`config.mk`:
```
export PLATFORM = sky130hd
export DESIGN_NAME = mp64_uart_tx_arb
export DESIGN_NICKNAME = d
export VERILOG_FILES = /design/src/rtl/mp64_uart_tx_arb_pkg.sv /design/src/rtl/mp64_uart_tx_arb_rr.sv /design/src/rtl/mp64_uart_tx_arb.sv
export SDC_FILE = /design/constraint.sdc
export NUM_CORES = 1
export LEC_CHECK = 0
export ABC_AREA = 0
export ABC_CLOCK_PERIOD_IN_PS = 8900
export CAP_MARGIN = 20
export CELL_PAD_IN_SITES_DETAIL_PLACEMENT = 1
export CELL_PAD_IN_SITES_GLOBAL_PLACEMENT = 1
export CORE_UTILIZATION = 42
export DETAILED_ROUTE_END_ITERATION = 6
export HOLD_SLACK_MARGIN = 0.08
export PLACE_DENSITY = 0.82
export SETUP_SLACK_MARGIN = 0.05
export SLEW_MARGIN = 25
export SYNTH_ARGS = -nofsm -noshare
export SYNTH_HDL_FRONTEND = slang
export SYNTH_HIERARCHICAL = 1
export SYNTH_SLANG_ARGS = --single-unit
```
`constraint.sdc`:
```
create_clock -name clk -period 8.9 [get_ports clk]
set_input_delay 1.78 -clock clk [delete_from_list [all_inputs] [get_ports clk]]
set_output_delay 1.78 -clock clk [all_outputs]
set_load 0.01 [all_outputs]
```
`src/rtl/mp64_uart_tx_arb_pkg.sv`:
```
// Shared state encodings and constants for the UART TX arbiter.
package mp64_uart_tx_arb_pkg;

  typedef enum logic [1:0] {
    UTX_IDLE  = 2'd0,
    UTX_START = 2'd1,
    UTX_DATA  = 2'd2,
    UTX_STOP  = 2'd3
  } utx_state_e;

  localparam int MP64_UART_BAUD_DEFAULT = 115_200;

  // Clock cycles per bit, rounded to nearest.
  function automatic int utx_div(input int clk_hz, input int baud);
    return (clk_hz + baud / 2) / baud;
  endfunction

endpackage

```
`src/rtl/mp64_uart_tx_arb_rr.sv`:
```
// mp64_rr_arbiter: combinational one-hot round-robin pick.
// Priority starts at the requester just after ptr and wraps.
module mp64_rr_arbiter #(
  parameter int NREQ = 4
) (
  input  logic [NREQ-1:0]         req,
  input  logic [$clog2(NREQ)-1:0] ptr,
  output logic [NREQ-1:0]         gnt,
  output logic [$clog2(NREQ)-1:0] gnt_id
);

  localparam int IW = $clog2(NREQ);

  logic [IW-1:0] idx;

  // Walk farthest-to-nearest so the nearest hit wins.
  always_comb begin
    gnt    = '0;
    gnt_id = '0;
    idx    = '0;
    for (int off = NREQ; off >= 1; off--) begin
      idx = IW'((int'(ptr) + off) % NREQ);
      if (req[idx]) begin
        gnt      = '0;
        gnt[idx] = 1'b1;
        gnt_id   = idx;
      end
    end
  end

endmodule

```
`src/rtl/mp64_uart_tx_arb.sv`:
```
// Round-robin arbiter sharing one 8N1 UART TX pin among NREQ sources.
// Define MP64_UART_ARB_LOCK_EN to hold the grant until req_last.
module mp64_uart_tx_arb
  import mp64_uart_tx_arb_pkg::*;
#(
  parameter int NREQ     = 4,
  parameter int CLOCK_HZ = 100_000_000,
  parameter int BAUD     = MP64_UART_BAUD_DEFAULT
) (
  input  logic                    clk,
  input  logic                    rst,
  input  logic [NREQ-1:0]         req_valid,
  input  logic [NREQ*8-1:0]       req_data,
  input  logic [NREQ-1:0]         req_last,
  output logic [NREQ-1:0]         req_ready,
  output logic                    uart_txd,
  output logic                    busy,
  output logic [$clog2(NREQ)-1:0] grant_id,
  output logic [15:0]             tx_count
);

  localparam int DIV = utx_div(CLOCK_HZ, BAUD);
  localparam int TW  = (DIV < 2) ? 1 : $clog2(DIV);
  localparam int IW  = $clog2(NREQ);
  localparam logic [TW-1:0] RELOAD = TW'(DIV - 1);

  if (DIV < 2) begin : g_div_chk
    $error("mp64_uart_tx_arb: DIV must be >= 2");
  end
  if (NREQ < 2 || NREQ > 8) begin : g_nreq_chk
    $error("mp64_uart_tx_arb: NREQ must be 2..8");
  end

  utx_state_e    state, state_n;
  logic [TW-1:0] timer, timer_n;
  logic [2:0]    bit_idx, idx_n;
  logic [7:0]    shreg, sh_n;
  logic          txd_n;
  logic [IW-1:0] gid_n;
  logic [IW-1:0] ptr, ptr_n;
  logic [15:0]   cnt_n;

  logic [NREQ-1:0] cand;
  logic [NREQ-1:0] gnt;
  logic [IW-1:0]   win;
  logic            fire;
  logic            tmr_zero;
  logic [7:0]      win_byte;

`ifdef MP64_UART_ARB_LOCK_EN
  logic          locked, locked_n;
  logic [IW-1:0] lock_id, lock_id_n;

  // While locked only the owner may be offered ready.
  always_comb begin
    cand = req_valid;
    if (locked) begin
      cand = req_valid & (NREQ'(1) << lock_id);
    end
  end

  always_comb begin
    locked_n  = locked;
    lock_id_n = lock_id;
    if (fire) begin
      locked_n  = ~req_last[win];
      lock_id_n = win;
    end
  end

  always_ff @(posedge clk or posedge rst) begin
    if (rst) begin
      locked  <= 1'b0;
      lock_id <= '0;
    end else begin
      locked  <= locked_n;
      lock_id <= lock_id_n;
    end
  end
`else
  logic unused_last;

  assign cand        = req_valid;
  assign unused_last = ^req_last;
`endif

  mp64_rr_arbiter #(
    .NREQ (NREQ)
  ) u_rr (
    .req    (cand),
    .ptr    (ptr),
    .gnt    (gnt),
    .gnt_id (win)
  );

  // Ready is suppressed during reset so nothing is consumed then.
  assign req_ready = (state == UTX_IDLE && !rst) ? gnt : '0;
  assign fire      = |req_ready;
  assign tmr_zero  = (timer == '0);
  assign win_byte  = req_data[{win, 3'b000} +: 8];
  assign busy      = (state != UTX_IDLE);

  always_comb begin
    state_n = state;
    timer_n = timer;
    idx_n   = bit_idx;
    sh_n    = shreg;
    txd_n   = uart_txd;
    gid_n   = grant_id;
    ptr_n   = ptr;
    cnt_n   = tx_count;
    if (state != UTX_IDLE) begin
      timer_n = tmr_zero ? RELOAD : timer - 1'b1;
    end
    unique case (state)
      UTX_IDLE: begin
        if (fire) begin
          state_n = UTX_START;
          timer_n = RELOAD;
          sh_n    = win_byte;
          txd_n   = 1'b0;
          gid_n   = win;
          ptr_n   = win;
        end
      end
      UTX_START: begin
        if (tmr_zero) begin
          state_n = UTX_DATA;
          idx_n   = 3'd0;
          txd_n   = shreg[0];
        end
      end
      UTX_DATA: begin
        if (tmr_zero) begin
          if (bit_idx == 3'd7) begin
            state_n = UTX_STOP;
            txd_n   = 1'b1;
          end else begin
            sh_n  = shreg >> 1;
            idx_n = bit_idx + 3'd1;
            txd_n = shreg[1];
          end
        end
      end
      UTX_STOP: begin
        if (tmr_zero) begin
          state_n = UTX_IDLE;
          cnt_n   = tx_count + 16'd1;
        end
      end
      default: state_n = UTX_IDLE;
    endcase
  end

  // Pointer resets to the last slot so requester 0 goes first.
  always_ff @(posedge clk or posedge rst) begin
    if (rst) begin
      state    <= UTX_IDLE;
      timer    <= '0;
      bit_idx  <= '0;
      shreg    <= '0;
      uart_txd <= 1'b1;
      grant_id <= '0;
      ptr      <= IW'(NREQ - 1);
      tx_count <= '0;
    end else begin
      state    <= state_n;
      timer    <= timer_n;
      bit_idx  <= idx_n;
      shreg    <= sh_n;
      uart_txd <= txd_n;
      grant_id <= gid_n;
      ptr      <= ptr_n;
      tx_count <= cnt_n;
    end
  end

endmodule
```
==> flow_summary.ini <==
[pwr]
p_int_w = 0.000342
p_comb_share_pct = 19.9
power_frac_seq_pct = 46.4
switchingPower_w = 0.000112
ir_drop_uv = 90.8
switching_share_pct = 24.7
clkPwrFrac_pct = 33.7
p_leak_nw = 1.53
power_density_nw_per_um2 = 123
power_w = 0.000454

[place]
dp.cells = 408
hpwl_um = 5510
place_area_um2 = 3590
gp_congestion = 0.862
dp_slack_ns = 3.02
port_buffers = 61

[worst_setup_path]
required_ns = 7.12
reg2reg_depth = 10
critPathMaxFanout = 8
crit_type = in -> out
rrSetupSlack_ns = 5.30
r2r-start = ptr[0]
start_kind = primary input
r2r_end = shreg[6]
arrival_ns = 4.11
end_kind = output pin

[timing]
worst_slew_pin_slew_ns = 0.853
setup_viol_count_final = 0
period_share_pct = 66.2
period_needed_ns = 5.89
slew_headroom_pct = 42.6
fin_skew_ns = 0.00794
rsz0062_at_grt = no
hold_viol_final = 0
fmax_mhz = 170
tns_ns = 0
fin_ws_ns = 3.01
drv_slew = 0

[die]
die_h_um = 85.1
die-area_um2 = 7240
die_w_um = 85.1
core_um2 = 6490
row_count = 29
pin_count = 66
floorplan.initialDensity_pct = 44.6

[detailed_routing]
routed_wl_um = 7300
wl_per_cell_um = 17.6
drt_iter0_drc = 135
route.detailed.drc = 0
dr.pass1.iters = 4
detail-route-antenna-nets = 0
vias_per_cell = 5.82
vias = 2420

[yosys]
synth_fp_nets = 330
netlist_instances = 273
synthArstFlopShare_pct = 100
synth_seq_cells = 44
mappedNetlistArea_um2 = 2900
synth-edff-count = 0
yosys_warnings = 6
yosysSeqAreaShare_pct = 38.1
synthFlopType = dfrtp_1
synth.distinct_cells = 46
avgSynthCellArea_um2 = 10.6

[global_route]
grt_overflow = 0
grt_pass1_wl_um = 12400
grtUsageMet1_pct = 27.4
grt_use_met3_pct = 2.92
grt_pass1_vias = 2590
grt_usage_pct = 21.6
antenna_found_initial = 0
grtUsageMet2_pct = 38.9
grt.busiest_layer = met2
grt_max_degree = 45

[cts]
cts-root-buf = clkbuf_8
holdBufCountCts = 0
postCtsSetupBuffers = 0
worstSkewPairLatency_ns = 0.30
cts_buffers = 5
cts-resized-gates = 0
cts_max_path_buffers = 2
cts_sinks = 44
path_clk_slew_ns = 0.08
htreeDepth = 2
cts_tree = yes

[cells_and_area]
final_cells = 416
fillers = 723
nNetsFinal = 395
layout-drive-gt1-share_pct = 15.9
area_growth_pct = 27.7
design_area_um2 = 3700
diodes = 0

[outcome]
status = finished clean

[worst_hold_path]
worstHoldPathCells = 1
hold_end = tx_count[15]
hold_class = reg -> reg
min_from = tx_count[15]

[run]
max-cap-violations = 0
==> cells in the mapped netlist (2+ instances only) <==
| cell | number | share of area, % |
|---|---|---|
| dfrtp_1 | 41 | 35 |
| nand2b_1 | 3 | 0.65 |
| nor2_1 | 15 | 1.9 |
| nor4_4 | 2 | 1.5 |
| o21a_1 | 2 | 0.52 |
| nand4_1 | 7 | 1.5 |
| or3_1 | 3 | 0.65 |
| ha_1 | 15 | 6.5 |
| nand2_1 | 26 | 3.4 |
| or2_2 | 3 | 0.65 |
| nor4_1 | 3 | 0.65 |
| nor3_1 | 7 | 1.2 |
| nor2b_1 | 8 | 1.7 |
| mux2_2 | 20 | 7.8 |
| and2_1 | 5 | 1.1 |
| nand3_1 | 14 | 2.4 |
| a21oi_1 | 11 | 1.9 |
| mux4_2 | 11 | 8.5 |
| xor2_1 | 4 | 1.2 |
| a221oi_1 | 4 | 1.2 |
| a22o_1 | 6 | 1.8 |
| inv_1 | 9 | 1.2 |
| mux2i_1 | 4 | 1.4 |
| dfstp_2 | 3 | 2.7 |
| o21ai_0 | 12 | 2.1 |
| xnor2_1 | 14 | 4.2 |
| clkbuf_1 | 2 | 0.26 |
==> worst max path at each step <==
stage | startpoint | to | slack (ns) | depth (start not counted)
global route | req_valid[2] | req_ready[1] | 2.80 | 7
finish | req_valid[1] | req_ready[1] | 3.01 | 7
global placement | req_valid[1] | req_ready[1] | 3.10 | 7
detailed placement | req_valid[1] | req_ready[1] | 3.02 | 7
CTS | req_valid[1] | req_ready[1] | 3.00 | 7
floorplan | req_valid[1] | req_ready[2] | 4.24 | 4
==> area by class of cell <==
class | count | area, µm² | area share, %
inverter | 9 | 33.8 | 0.913
timing repair buffer | 63 | 626 | 16.9
clock buffer | 6 | 72.6 | 1.96
sequential | 44 | 1100 | 29.9
multi-input combinational | 215 | 1730 | 46.8
clock inverter | 2 | 35.0 | 0.947
tap | 77 | 96.3 | 2.60
==> power by group through the flow <==
stage,sequential (W),clock (W),combinational (W)
after floorplan,0.000213,0,0.0000609
after global placement,0.000214,0,0.0000885
after detailed placement,0.000215,0,0.0000914
after CTS,0.000211,0.000155,0.0000919
after global routing,0.000212,0.000162,0.0000996
final,0.000211,0.000153,0.0000903
==> layout by cell type, fill, tap and decap left out, types with 5 or more instances in the layout <==
cell type and instances:
nand2_1 26, mux4_2 11, nand3_1 14, and2_1 5
nor2b_1 8, nand4_1 7, dfrtp_1 41, xnor2_1 14
a21oi_1 11, nor3_1 7, inv_1 8, clkbuf_8 5
nor2_1 15, clkdlybuf4s50_1 61, o21ai_0 12, mux2_2 20
ha_1 15, a22o_1 6
==> per-stage QoR <==
| stage | hold WS (ns) | utilization (%) |
|---|---|---|
| global route | 0.511 | 57.0 |
| floorplan | 0.469 | - |
| finish | 0.491 | 57.0 |
| detailed placement | 0.481 | 55.3 |
| CTS | 0.496 | 57.0 |
| global placement | 0.461 | 55.3 |
==> state kept, by name, indices dropped and copies added, names as in the netlist <==
signal    count
timer        10
state         2
ptr           2
bit_idx       3
shreg         8
grant_id      2
tx_count     16
uart_txd      1
==> per-layer routing <==
metal / wire, µm / part of all wire, % / up-vias
li1: - / - / 1135
met1: 3220 / 44 / 1246
met2: 3870 / 53 / 30
met3: 132 / 1.8 / 9
met4: 76 / 1.0 / 0
met5: 0 / 0 / -
==> critical path, cell delays in order <==
cell	delay [ns]
clkdlybuf4s50_1	0.53
mux4_2	0.62
nor2b_4	0.17
a221oi_1	0.09
a21oi_1	0.22
and2_1	0.17
clkdlybuf4s50_1	0.53
==> cells by family (layout without fill, tap and decap cells) <==
family	after synthesis	count (layout)	share of synthesized area, %
AND/OR/NAND/NOR	105	105	20.7
flip-flops	44	44	38.1
buffers and inverters	14	80	2.12
AO/OA/AOI/OAI	42	42	9.46
XOR/XNOR	18	18	5.44
adder cells (fa/ha/maj)	15	15	6.48
multiplexers	35	35	17.7
(Power assumes the default switching activity.)
